## config.mk

```make
export PLATFORM = sky130hd
export DESIGN_NAME = toggle_event_decoder_flat
export DESIGN_NICKNAME = d
export VERILOG_FILES = /design/src/rtl/toggle_event_decoder_if.sv /design/src/rtl/toggle_event_decoder.sv /design/src/flat_wrapper.sv
export SDC_FILE = /design/constraint.sdc
export NUM_CORES = 1
export LEC_CHECK = 0
export ABC_AREA = 1
export ABC_CLOCK_PERIOD_IN_PS = 1500
export CORE_ASPECT_RATIO = 1.2
export CORE_MARGIN = 8
export CORE_UTILIZATION = 48
export CTS_BUF_LIST = sky130_fd_sc_hd__clkbuf_8 sky130_fd_sc_hd__clkbuf_16
export CTS_CLUSTER_DIAMETER = 150
export DETAILED_ROUTE_END_ITERATION = 10
export PLACE_DENSITY = 0.82
export SLEW_MARGIN = 20
export SYNTH_ARGS = -nofsm -noshare
export SYNTH_HDL_FRONTEND = slang
export SYNTH_SLANG_ARGS = --single-unit
```

## constraint.sdc

```tcl
create_clock -name clk -period 1.5 [get_ports clk]
set_clock_uncertainty 0.05 [all_clocks]
set_input_delay 0.3 -clock clk [delete_from_list [all_inputs] [get_ports clk]]
set_output_delay 0.3 -clock clk [all_outputs]
set_load 0.05 [all_outputs]
```

## src/rtl/toggle_event_decoder_if.sv

```systemverilog
// ============================================================================
// Module      : toggle_event_decoder_if
// Description : Control, event line and result bundle of toggle_event_decoder.
// Revision    : 1.0 - initial release
// ============================================================================
`default_nettype none

interface toggle_event_decoder_if #(
  parameter int CNT_W = 8,
  parameter int PER_W = 8
);
  logic             en;
  logic             clr;
  logic             t_in;
  logic             ev_pulse;
  logic [CNT_W-1:0] ev_count;
  logic [PER_W-1:0] period;
  logic             period_valid;
  logic             stall;

  modport master (
    output en, clr, t_in,
    input  ev_pulse, ev_count, period, period_valid, stall
  );

  modport slave (
    input  en, clr, t_in,
    output ev_pulse, ev_count, period, period_valid, stall
  );
endinterface

`default_nettype wire

```

## src/rtl/toggle_event_decoder.sv

```systemverilog
// ============================================================================
// Module      : toggle_event_decoder
// Description : Decodes a toggle-encoded event line into pulses, an event
//               count, the inter-event period and a stall flag.
// Revision    : 1.0 - initial release
// ============================================================================
`default_nettype none

module toggle_event_decoder #(
  parameter int CNT_W   = 8,
  parameter int PER_W   = 8,
  parameter int TIMEOUT = 16
) (
  input  logic                  clk,
  input  logic                  reset,
  toggle_event_decoder_if.slave bus
);

  typedef enum logic [1:0] {
    ST_IDLE  = 2'd0,
    ST_RUN   = 2'd1,
    ST_STALL = 2'd2
  } state_t;

  localparam logic [PER_W-1:0] PER_MAX     = '1;
  localparam logic [PER_W:0]   TIMEOUT_EXT = (PER_W+1)'(TIMEOUT);

  state_t           state_q, state_d;
  logic             t_s1_q, t_s1_d;
  logic             t_s2_q, t_s2_d;
  logic             t_prev_q, t_prev_d;
  logic [PER_W-1:0] gap_q, gap_d;
  logic             ev_pulse_q, ev_pulse_d;
  logic [CNT_W-1:0] ev_count_q, ev_count_d;
  logic [PER_W-1:0] period_q, period_d;
  logic             period_valid_q, period_valid_d;
  logic             stall_q, stall_d;

  logic             det;
  logic [PER_W:0]   gap_inc;
  logic [PER_W-1:0] gap_sat;

  always_comb begin
    // The synchroniser runs unconditionally so clr never leaves a stale edge behind.
    t_s1_d   = bus.t_in;
    t_s2_d   = t_s1_q;
    t_prev_d = t_s2_q;

    det     = bus.en & ~bus.clr & (t_s2_q ^ t_prev_q);
    gap_inc = {1'b0, gap_q} + {{PER_W{1'b0}}, 1'b1};
    gap_sat = gap_inc[PER_W] ? PER_MAX : gap_inc[PER_W-1:0];

    state_d        = state_q;
    gap_d          = gap_q;
    period_d       = period_q;
    period_valid_d = period_valid_q;
    ev_pulse_d     = det;
    ev_count_d     = det ? ev_count_q + {{(CNT_W-1){1'b0}}, 1'b1} : ev_count_q;

    if (bus.clr) begin
      state_d        = ST_IDLE;
      gap_d          = '0;
      period_d       = '0;
      period_valid_d = 1'b0;
      ev_count_d     = '0;
    end else if (bus.en) begin
      case (state_q)
        ST_IDLE: begin
          gap_d = '0;
          if (det) begin
            state_d = ST_RUN;
          end
        end
        ST_RUN: begin
          if (det) begin
            period_d       = gap_sat;
            period_valid_d = 1'b1;
            gap_d          = '0;
          end else begin
            gap_d = gap_sat;
            if (gap_inc == TIMEOUT_EXT) begin
              state_d = ST_STALL;
            end
          end
        end
        ST_STALL: begin
          if (det) begin
            period_d       = gap_sat;
            period_valid_d = 1'b1;
            gap_d          = '0;
            state_d        = ST_RUN;
          end else begin
            gap_d = gap_sat;
          end
        end
        default: begin
          state_d = ST_IDLE;
          gap_d   = '0;
        end
      endcase
    end

    stall_d = (state_d == ST_STALL);
  end

  always_ff @(posedge clk or negedge reset) begin
    if (!reset) begin
      state_q        <= ST_IDLE;
      t_s1_q         <= 1'b0;
      t_s2_q         <= 1'b0;
      t_prev_q       <= 1'b0;
      gap_q          <= '0;
      ev_pulse_q     <= 1'b0;
      ev_count_q     <= '0;
      period_q       <= '0;
      period_valid_q <= 1'b0;
      stall_q        <= 1'b0;
    end else begin
      state_q        <= state_d;
      t_s1_q         <= t_s1_d;
      t_s2_q         <= t_s2_d;
      t_prev_q       <= t_prev_d;
      gap_q          <= gap_d;
      ev_pulse_q     <= ev_pulse_d;
      ev_count_q     <= ev_count_d;
      period_q       <= period_d;
      period_valid_q <= period_valid_d;
      stall_q        <= stall_d;
    end
  end

  assign bus.ev_pulse     = ev_pulse_q;
  assign bus.ev_count     = ev_count_q;
  assign bus.period       = period_q;
  assign bus.period_valid = period_valid_q;
  assign bus.stall        = stall_q;

endmodule

`default_nettype wire

```

## src/flat_wrapper.sv

```systemverilog
// flat-port wrapper written by rule: the top's interface ports become plain ports
module toggle_event_decoder_flat 
#(
  parameter int CNT_W   = 8,
  parameter int PER_W   = 8,
  parameter int TIMEOUT = 16
)
  (clk, reset, bus_en, bus_clr, bus_t_in, bus_ev_pulse, bus_ev_count, bus_period, bus_period_valid, bus_stall);
  toggle_event_decoder_if #(.CNT_W(CNT_W), .PER_W(PER_W)) bus_i ();
  input  logic clk;
  input  logic reset;
  input wire logic [$bits(bus_i.en)-1:0] bus_en;
  input wire logic [$bits(bus_i.clr)-1:0] bus_clr;
  input wire logic [$bits(bus_i.t_in)-1:0] bus_t_in;
  output wire logic [$bits(bus_i.ev_pulse)-1:0] bus_ev_pulse;
  output wire logic [$bits(bus_i.ev_count)-1:0] bus_ev_count;
  output wire logic [$bits(bus_i.period)-1:0] bus_period;
  output wire logic [$bits(bus_i.period_valid)-1:0] bus_period_valid;
  output wire logic [$bits(bus_i.stall)-1:0] bus_stall;
  assign bus_i.en = bus_en;
  assign bus_i.clr = bus_clr;
  assign bus_i.t_in = bus_t_in;
  assign bus_ev_pulse = bus_i.ev_pulse;
  assign bus_ev_count = bus_i.ev_count;
  assign bus_period = bus_i.period;
  assign bus_period_valid = bus_i.period_valid;
  assign bus_stall = bus_i.stall;
  toggle_event_decoder #(.CNT_W(CNT_W), .PER_W(PER_W), .TIMEOUT(TIMEOUT)) u_core (.clk(clk), .reset(reset), .bus(bus_i));
endmodule
```

### Word-level counts from Yosys, hierarchy flattened

Cells that the tools add are included.

* add/subtract/negate cells: 2
* equality and inequality tests: 4
* mux-type cells: 21
* bitwise gates (word level): 4
* reduce and logical (&&, ||, !) cells: 7

Operator list (number)
* $mux W8: 11
* $mux W2: 5
* $add A8 B1 Y9 const B: 1
* $eq A9 B5 Y1 const B: 1
* $add A8 B1 Y8 const B: 1
* $reduce_bool A2 Y1: 3
* $eq A2 B2 Y1 const B: 2
* $mux W1: 4
* $pmux W2 S2: 1
* $reduce_or A2 Y1: 2
* $reduce_and A3 Y1: 1
* $and A1 B1 Y1: 2
* $eq A2 B1 Y1 const B: 1
* $logic_not A2 Y1: 1
* $not A1 Y1: 1
* $xor A1 B1 Y1: 1

* flip-flop bits (word level): 32
* bits of input ports: 5
* output and inout port bits: 19
* word-level logic and storage cells: 48

### Longest topological paths before layout

Gate-level depths: netlist (run 1).

* word-level depth: 8
* gate-level depth with buffers: 12
* gate-level depth less buffers: 12

### Worst setup path after synthesis (run 1)

OpenSTA, ideal clock, no wires.

* path type: register to register
* from: reg u_core.ev_count_q[0], in the netlist u_core.bus.ev_count[0]
* to: reg u_core.ev_count_q[6], in the netlist u_core.bus.ev_count[6]
* data arrival time: 1.409 ns
* required time: 1.326 ns
* path slack: -0.083 ns
* cell stages (with the launch flop): 7
* period minus slack after synthesis: 1.583 ns
* path through: dfrtp_1 ha_1 nand2_1 nor2_1 nand3_1 o21ai_1 a21oi_1

* longest elaborated chain between the ends: 3

Ends and longest elaborated chain
* start: declaration: RTL line toggle_event_decoder.sv:34 `logic [CNT_W-1:0] ev_count_q, ev_count_d;`
* start signal: assignment: RTL line toggle_event_decoder.sv:125 `ev_count_q <= ev_count_d;`
* $add A8 B1 Y8: RTL line toggle_event_decoder.sv:58 `ev_count_d = det ? ev_count_q + {{(CNT_W-1){1'b0}}, 1'b1} : ev_count_q;`
* $mux W8: RTL line toggle_event_decoder.sv:58
* $mux W8: RTL line toggle_event_decoder.sv:60 `if (bus.clr) begin`

No other way between the ends. The select of a mux whose other input is x is not followed.
A chain may end at the register's enable or synchronous reset.

### Worst setup path after layout (run 1)

* from: reg u_core.gap_q[0]
* to: reg u_core.state_q[1]

* longest elaborated chain between the ends: 7

Ends and longest elaborated chain
* start: declaration: RTL line toggle_event_decoder.sv:32 `logic [PER_W-1:0] gap_q, gap_d;`
* start signal: assignment: RTL line toggle_event_decoder.sv:123 `gap_q <= gap_d;`
* $add A8 B1 Y9: RTL line toggle_event_decoder.sv:50 `gap_inc = {1'b0, gap_q} + {{PER_W{1'b0}}, 1'b1};`
* $eq A9 B5 Y1: RTL line toggle_event_decoder.sv:81 `if (gap_inc == TIMEOUT_EXT) begin`
* $mux W2: RTL line toggle_event_decoder.sv:81
* $mux W2: RTL line toggle_event_decoder.sv:75 `if (det) begin`
* $pmux W2 S2: RTL line toggle_event_decoder.sv:67 `case (state_q)`
* $mux W2: RTL line toggle_event_decoder.sv:66 `end else if (bus.en) begin`
* $mux W2: RTL line toggle_event_decoder.sv:60
* named net u_core.state_d[1]: RTL line toggle_event_decoder.sv:28 `state_t state_q, state_d;`
* end signal: assignment: RTL line toggle_event_decoder.sv:119 `state_q <= state_d;`
* end: declaration: RTL line toggle_event_decoder.sv:28

The timed path passes the listed nets, and every way through them passes these cells.

==> results of run 1 <==
cell usage in the layout, fill, tap and decap left out, types with 4 or more instances in the layout:
cell	n
sky130_fd_sc_hd__a21oi_1	4
sky130_fd_sc_hd__buf_12	20
sky130_fd_sc_hd__buf_4	20
sky130_fd_sc_hd__clkbuf_8	7
sky130_fd_sc_hd__dfrtp_1	27
sky130_fd_sc_hd__dfrtp_2	5
sky130_fd_sc_hd__inv_1	20
sky130_fd_sc_hd__nand2_1	36
sky130_fd_sc_hd__nand2_2	8
sky130_fd_sc_hd__nand3_1	7
sky130_fd_sc_hd__nor2_1	16
sky130_fd_sc_hd__nor2_4	5
sky130_fd_sc_hd__o21ai_1	12
sky130_fd_sc_hd__o22ai_1	5
final cells by class:
type,instances,area share [%]
inverters,24,3.87
clock inverters,1,0.149
well taps,37,1.84
flip-flops and latches,32,32.0
repair buffers,47,24.7
clock buffers,7,3.82
multi-input cells,129,33.6
registers in the layout, indices dropped and copies added, names as in the netlist:
name / flops
u_core.bus.ev_pulse: 1
u_core.t_s1_q: 1
u_core.t_prev_q: 1
u_core.bus.period: 8
u_core.gap_q: 8
u_core.bus.period_valid: 1
u_core.bus.ev_count: 8
u_core.t_prev_d: 1
u_core.bus.stall: 1
u_core.state_q: 2
power groups by stage:
stage,Combinational (mW),Clock [mW],Sequential [mW]
after global routing,0.205,0.792,0.890
after floorplan,0.0537,0,0.921
final,0.190,0.743,0.889
after detailed placement,0.172,0,0.904
after global placement,0.169,0,0.903
after CTS,0.177,0.746,0.888
Yosys cell counts, drive strengths merged:
master	n
a21oi	7
a22o	1
a31oi	1
dfrtp	32
ha	6
inv	24
mux2i	1
nand2	45
nand3	13
nand4	3
nor2	24
nor3	2
o21ai	18
o22ai	6
or2	2
cell families (layout without fill, tap and decap cells):
family,count (synthesis),in the layout,share of synthesized area [%]
AND/OR/NAND/NOR,89,89,27.0
buffers and inverters,24,79,5.85
multiplexers,1,1,0.615
adder cells (fa/ha/maj),6,6,4.62
flip-flops,32,32,49.2
AO/OA/AOI/OAI,33,33,12.7
worst max path at each step:
stage | endpoint | slack (ns) | startpoint | cells past startpoint
6_report | u_core.state_q[1] | -0.12 | u_core.gap_q[0] | 10
2_1_floorplan | u_core.state_q[1] | -0.01 | u_core.state_q[0] | 7
3_5_place_dp | u_core.bus.ev_count[7] | -0.35 | bus_en | 8
5_1_grt | u_core.state_q[1] | -0.23 | u_core.gap_q[0] | 10
4_1_cts | u_core.bus.stall | -0.03 | u_core.gap_q[1] | 13
3_3_place_gp | u_core.bus.ev_count[7] | -0.24 | bus_en | 8
worst reg2reg max path, stage by stage, from the launching register on:
cell	delay, ns
sky130_fd_sc_hd__dfrtp_1	0.41
sky130_fd_sc_hd__ha_4	0.18
sky130_fd_sc_hd__nand2_1	0.08
sky130_fd_sc_hd__nor2_1	0.13
sky130_fd_sc_hd__nand3_1	0.12
sky130_fd_sc_hd__nand2_2	0.12
sky130_fd_sc_hd__nor2_4	0.05
sky130_fd_sc_hd__nand4_1	0.08
sky130_fd_sc_hd__nand2_1	0.07
sky130_fd_sc_hd__a21oi_2	0.16
sky130_fd_sc_hd__inv_1	0.06
repair_timing:
item / in CTS / in global routing
setup buffers: 3 / 3
setup endpoints to repair: 10 / 19
pin swaps: 14 / 11
resized for setup: 17 / 19
metal layers:
layer	vias up	wire length, um	track usage, %	part of all wire, %
met5	-	0	0	0
met4	0	171	8.21	3.6
met3	16	195	3.73	4.1
met2	55	2620	31.4	55
met1	723	1820	16.6	38
li1	717	-	-	-
==> qor.log, run 1 <==
[setup_path] launching element type of the critical path register
[placement] HPWL reported at the end of detailed placement 2.94 mm
[cells_and_area] number of fill cells in the layout 192
[detailed_routing] wirelength, routed 4.80 mm
[cells_and_area] net total in the final layout 250
[setup_path] cell occurring most often along the worst timing path sky130_fd_sc_hd__nand2_1
[cells_and_area] number of standard cells in the final layout excluding fillers 277
[power_and_ir_drop] fraction of power consumed by sequential logic 48.8%
[sta] transition at the pin with the smallest max-transition slack 0.303 ns
[synth] count of synthesis-stage warnings from yosys 0
[setup_path] sequence of cells on the critical path ha_4 > nand2_1 > nor2_1 > nand3_1 > nand2_2 > nor2_4 > nand4_1 > nand2_1 > a21oi_2 > inv_1
[detailed_routing] average wire per cell in the routed design 17.3 um
[clocking] clock tree buffer depth 2
[sta] total count of max-transition violations in the final report 0
[power_and_ir_drop] Pwr Density 723 nW/um^2
[placement] IO Port Bufs 23
[cells_and_area] area of the multi-input gates 848 sq um
[setup_path] Register-to-Register Setup Slack -0.12 ns
[sta] achievable clock frequency 0.618 GHz
[clocking] clock buffers created by TritonCTS 5
[floorplan] placement row count 23
[synth] sequential share of the synthesized area 49.2%
[status] run status complete, but fails checks
[synth] Post-Synthesis Net Count 196
[grt] total grt overflow 0
[worst_hold_path] hold path cells 0
[status] violated checks setup timing
[detailed_routing] residual antenna-violating net count after detailed routing 0
[power_and_ir_drop] share of power burned in combinational logic 10.4%
[clocking] TritonCTS clock tree built
[sta] final sum of negative setup slack -0.423 ns
[power_and_ir_drop] Net Sw Power 0.454 mW
[synth] number of flip-flops and latches in the synthesized netlist 32
[worst_hold_path] Worst Hold End u_core.t_prev_d
[setup_path] Worst EP required 1.63 ns
[cells_and_area] Final Instance Area 2520 sq um
[setup_path] kind of end point of the critical path register
[floorplan] full die area 5520 sq um
[grt] first-pass GRT wire length 7.46 mm
[cells_and_area] proportion of layout cells with a drive suffix above 1 40.4%
[sta] Relative slew margins 79.8%
[setup_path] Data arrival, critical path 1.75 ns
[power_and_ir_drop] Clock Power Share 40.8%
[floorplan] Die Span X 69.1 um
[synth] number of standard cells after synthesis 185
[setup_path] largest fanout on the critical path 4
[synth] cell types occupying the most area after synthesis sky130_fd_sc_hd__dfrtp_1, sky130_fd_sc_hd__nand2_1, sky130_fd_sc_hd__inv_1, sky130_fd_sc_hd__ha_1, sky130_fd_sc_hd__nor2_1
[floorplan] number of top-level pins 24
[placement] worst slack, placed -0.352 ns
[synth] Syn Area/Cell 8.79 sq um
[setup_path] terminus of the critical flop-to-flop path u_core.state_q[1]
[sta] final critical-path required period 1.62 ns
[cells_and_area] Util after Layout 76.8%
[detailed_routing] number of optimization iterations in the first detailed-route pass 4
[power_and_ir_drop] cell-internal power 1.37 mW
[detailed_routing] total DRC errors in the routed layout 0
[sta] count of endpoints failing setup in the final report 6
[placement] gp weighted congestion 0.903
[detailed_routing] 1st-iter DRT viols 91
[detailed_routing] routed via count divided by cell count 5.45
[clocking] Reg clk slew, reported paths 0.07 ns
[synth] post-synthesis instance area 1630 sq um
[setup_path] slowest stage cell on the critical path sky130_fd_sc_hd__dfrtp_1
[setup_path] category of the most critical setup path reg -> reg
[synth] Cell variety after synth 27
[synth] fraction of synthesized cell area taken by the top area cell type 49.2%
[floorplan] Starting Density 49.6%
[cells_and_area] Diodes inserted 0
[clocking] clock root buffer sky130_fd_sc_hd__clkbuf_8
[power_and_ir_drop] final total power 1.82 mW
[cells_and_area] register area 807 sq um
[cells_and_area] area delta synth->final 55.0%
[power_and_ir_drop] Lkg Pwr 1.15 nW
[clocking] Worst-Skew Late Latency 0.29 ns
[setup_path] buffers plus inverters on the worst setup path 1
[grt] initial antenna violation count 0
[floorplan] die span in y 79.8 um
[power_and_ir_drop] sw frac 24.9%
[placement] placement-stage cell area 2260 sq um
[floorplan] core box area 3280 sq um
[power_and_ir_drop] maximum ir drop on the vdd rail 1.03 mV
[sta] crit share post-route 108%
[clocking] # clock sinks 32
[sta] unrepaired setup endpoints after global routing true
[setup_path] Worst Reg-to-Reg Cells 10
[setup_path] largest stage delay on the critical path 0.41 ns
[sta] final hold violations 0
[placement] Inst Count DP 264
[sta] Hold Worst Slack 0.304 ns
[setup_path] Worst path top cell family by delay simple AND/OR/NAND/NOR gates
[grt] number of global-route vias before repair 1,642
[job] number of max-cap violations 0
[grt] pin count of the biggest net entering global routing 33
[synth] cell accounting for the most synthesized area sky130_fd_sc_hd__dfrtp_1
[clocking] Hold Buf Count CTS 0
[detailed_routing] number of vias in the routed layout 1,511
[worst_hold_path] Hold/Removal Path Class reg -> reg
[sta] Worst Slack Setup Final -0.118 ns
[clocking] htree depth 2
[grt] total routing usage reported by global routing 16.5%
[worst_hold_path] Worst Min Path Start u_core.t_s1_q
[setup_path] beginning of the worst register-to-register path u_core.gap_q[0]
(Power assumes the default switching activity.)
==> run 2, diff against run 1 <==
- PLACE_DENSITY: 0.82 -> 0.81
==> qor.log, run 2 (synthesis gave the netlist of run 1 again) <==
[status] run status complete, but fails checks
[status] violated checks setup timing
[clocking] # clock sinks 32
[power_and_ir_drop] fraction of power consumed by sequential logic 50.3%
[placement] IO Port Bufs 23
[setup_path] Data arrival, critical path 1.79 ns
[clocking] clock tree buffer depth 2
[clocking] Reg clk slew, reported paths 0.08 ns
[sta] final critical-path required period 1.61 ns
[floorplan] die span in y 79.8 um
[power_and_ir_drop] cell-internal power 1.29 mW
[sta] crit share post-route 108%
[sta] Relative slew margins 78.2%
[setup_path] kind of end point of the critical path register
[sta] final sum of negative setup slack -0.296 ns
[cells_and_area] Util after Layout 77.2%
[setup_path] Worst EP required 1.68 ns
[clocking] Worst-Skew Late Latency 0.30 ns
[placement] gp weighted congestion 0.900
[setup_path] largest fanout on the critical path 4
[worst_hold_path] Hold/Removal Path Class in -> async
[cells_and_area] Diodes inserted 0
[floorplan] placement row count 23
[power_and_ir_drop] Clock Power Share 38.8%
[power_and_ir_drop] share of power burned in combinational logic 10.9%
[floorplan] Die Span X 69.1 um
[clocking] htree depth 2
[power_and_ir_drop] final total power 1.77 mW
[detailed_routing] wirelength, routed 4.59 mm
[sta] unrepaired setup endpoints after global routing true
[cells_and_area] Final Instance Area 2530 sq um
[cells_and_area] commonest non-fill, non-tap cells in the layout sky130_fd_sc_hd__nand2_1, sky130_fd_sc_hd__dfrtp_1, sky130_fd_sc_hd__buf_12, sky130_fd_sc_hd__inv_1, sky130_fd_sc_hd__buf_4
[floorplan] full die area 5520 sq um
[sta] final hold violations 0
[sta] count of endpoints failing setup in the final report 4
[grt] initial antenna violation count 0
[floorplan] Starting Density 49.6%
[grt] total routing usage reported by global routing 15.6%
[setup_path] largest stage delay on the critical path 0.43 ns
[setup_path] number of cells on the critical path 12
[power_and_ir_drop] sw frac 27.1%
[placement] placement-stage cell area 2260 sq um
[detailed_routing] total DRC errors in the routed layout 0
[sta] total count of max-transition violations in the final report 0
[power_and_ir_drop] maximum ir drop on the vdd rail 0.712 mV
[setup_path] Worst path top cell family by delay simple AND/OR/NAND/NOR gates
[clocking] clock buffers created by TritonCTS 5
[setup_path] cell occurring most often along the worst timing path sky130_fd_sc_hd__nand2_2
[setup_path] category of the most critical setup path reg -> reg
[power_and_ir_drop] Net Sw Power 0.479 mW
[setup_path] launching element type of the critical path register
[detailed_routing] number of vias in the routed layout 1,512
[power_and_ir_drop] Lkg Pwr 1.14 nW
[cells_and_area] area delta synth->final 55.6%
[detailed_routing] average wire per cell in the routed design 16.6 um
[detailed_routing] 1st-iter DRT viols 71
[sta] Worst Slack Setup Final -0.114 ns
[clocking] clock root buffer sky130_fd_sc_hd__clkbuf_8
[grt] pin count of the biggest net entering global routing 33
[grt] total grt overflow 0
[floorplan] number of top-level pins 24
[cells_and_area] net total in the final layout 250
[power_and_ir_drop] Pwr Density 698 nW/um^2
[placement] HPWL reported at the end of detailed placement 2.91 mm
[sta] transition at the pin with the smallest max-transition slack 0.328 ns
[job] number of max-cap violations 0
[sta] Hold Worst Slack 0.314 ns
[floorplan] core box area 3280 sq um
[sta] achievable clock frequency 0.620 GHz
[setup_path] Worst Reg-to-Reg Cells 12
[cells_and_area] most common cell after layout, fill and taps aside sky130_fd_sc_hd__nand2_1
[detailed_routing] routed via count divided by cell count 5.46
[detailed_routing] residual antenna-violating net count after detailed routing 0
[setup_path] slowest stage cell on the critical path sky130_fd_sc_hd__dfrtp_1
[cells_and_area] proportion of layout cells with a drive suffix above 1 40.8%
[grt] first-pass GRT wire length 6.98 mm
[setup_path] sequence of cells on the critical path ha_4 > nand3_4 > nand2_2 > nand2_2 > nand3_2 > nor2_4 > nand3_2 > nand2_1 > nand2_1 > nand2_2 > nand2_2 > nor2_2
[clocking] Hold Buf Count CTS 0
[detailed_routing] number of optimization iterations in the first detailed-route pass 5
[grt] number of global-route vias before repair 1,563
[setup_path] buffers plus inverters on the worst setup path 0
[clocking] TritonCTS clock tree built
run 2: worst paths after layout:
kind / startpoint / endpoint / slack [ns]
worst max-delay path: u_core.gap_q[1] / u_core.bus.stall / -0.11
worst min-delay path: reset / u_core.bus.period[0] / 0.31
worst max register to register: u_core.gap_q[1] / u_core.bus.stall / -0.11
worst min register to register: u_core.t_s1_q / u_core.t_prev_d / 0.32
max in group asynchronous: reset / u_core.gap_q[3] / 0.89
min in group clk: u_core.t_s1_q / u_core.t_prev_d / 0.32
run 2: power groups by stage:
stage / Combinational [mW] / Clock, mW / Sequential (mW)
5_1_grt: 0.207 / 0.741 / 0.889
4_1_cts: 0.175 / 0.699 / 0.888
2_1_floorplan: 0.0537 / 0 / 0.921
6_report: 0.193 / 0.685 / 0.888
3_5_place_dp: 0.173 / 0 / 0.904
3_3_place_gp: 0.170 / 0 / 0.903
run 2: metal layers:
layer  up-vias  GRT usage [%]  share of wire (%)
met2        54           26.0                 50
met1       723           15.7                 39
li1        716              -                  -
met3        19           6.22                5.4
met4         0           10.7                4.9
met5         -              0                  0
run 2: area by class of cell:
| type | count | area (sq um) |
|---|---|---|
| Inverter | 24 | 95.1 |
| Multi-Input combinational cell | 129 | 845 |
| Clock inverter | 3 | 23.8 |
| Tap cell | 37 | 46.3 |
| Clock buffer | 5 | 68.8 |
| Timing Repair Buffer | 47 | 646 |
| Sequential cell | 32 | 807 |
| Fill cell | 191 | 749 |
run 2: through the flow:
| step | worst slack [ns] | std cells |
|---|---|---|
| after CTS | -0.0458 | 273 |
| after global placement | -0.242 | 264 |
| after detailed placement | -0.303 | 264 |
| after global routing | -0.239 | 277 |
| after floorplan | -0.0107 | 185 |
| final | -0.114 | 277 |
run 2: timing repair:
action / 4_1_cts / 5_1_grt
resized for setup: 10 / 23
pin swaps: 7 / 10
setup endpoints to repair: 8 / 18
buffers inserted: 1 / 5
run 2: worst register-to-register path, cell delays in order (launching register included):
cell                      delay [ns]
sky130_fd_sc_hd__dfrtp_1        0.43
sky130_fd_sc_hd__ha_4           0.20
sky130_fd_sc_hd__nand3_4        0.09
sky130_fd_sc_hd__nand2_2        0.07
sky130_fd_sc_hd__nand2_2        0.09
sky130_fd_sc_hd__nand3_2        0.10
sky130_fd_sc_hd__nor2_4         0.15
sky130_fd_sc_hd__nand3_2        0.08
sky130_fd_sc_hd__nand2_1        0.06
sky130_fd_sc_hd__nand2_1        0.06
sky130_fd_sc_hd__nand2_2        0.06
sky130_fd_sc_hd__nand2_2        0.05
sky130_fd_sc_hd__nor2_2         0.07
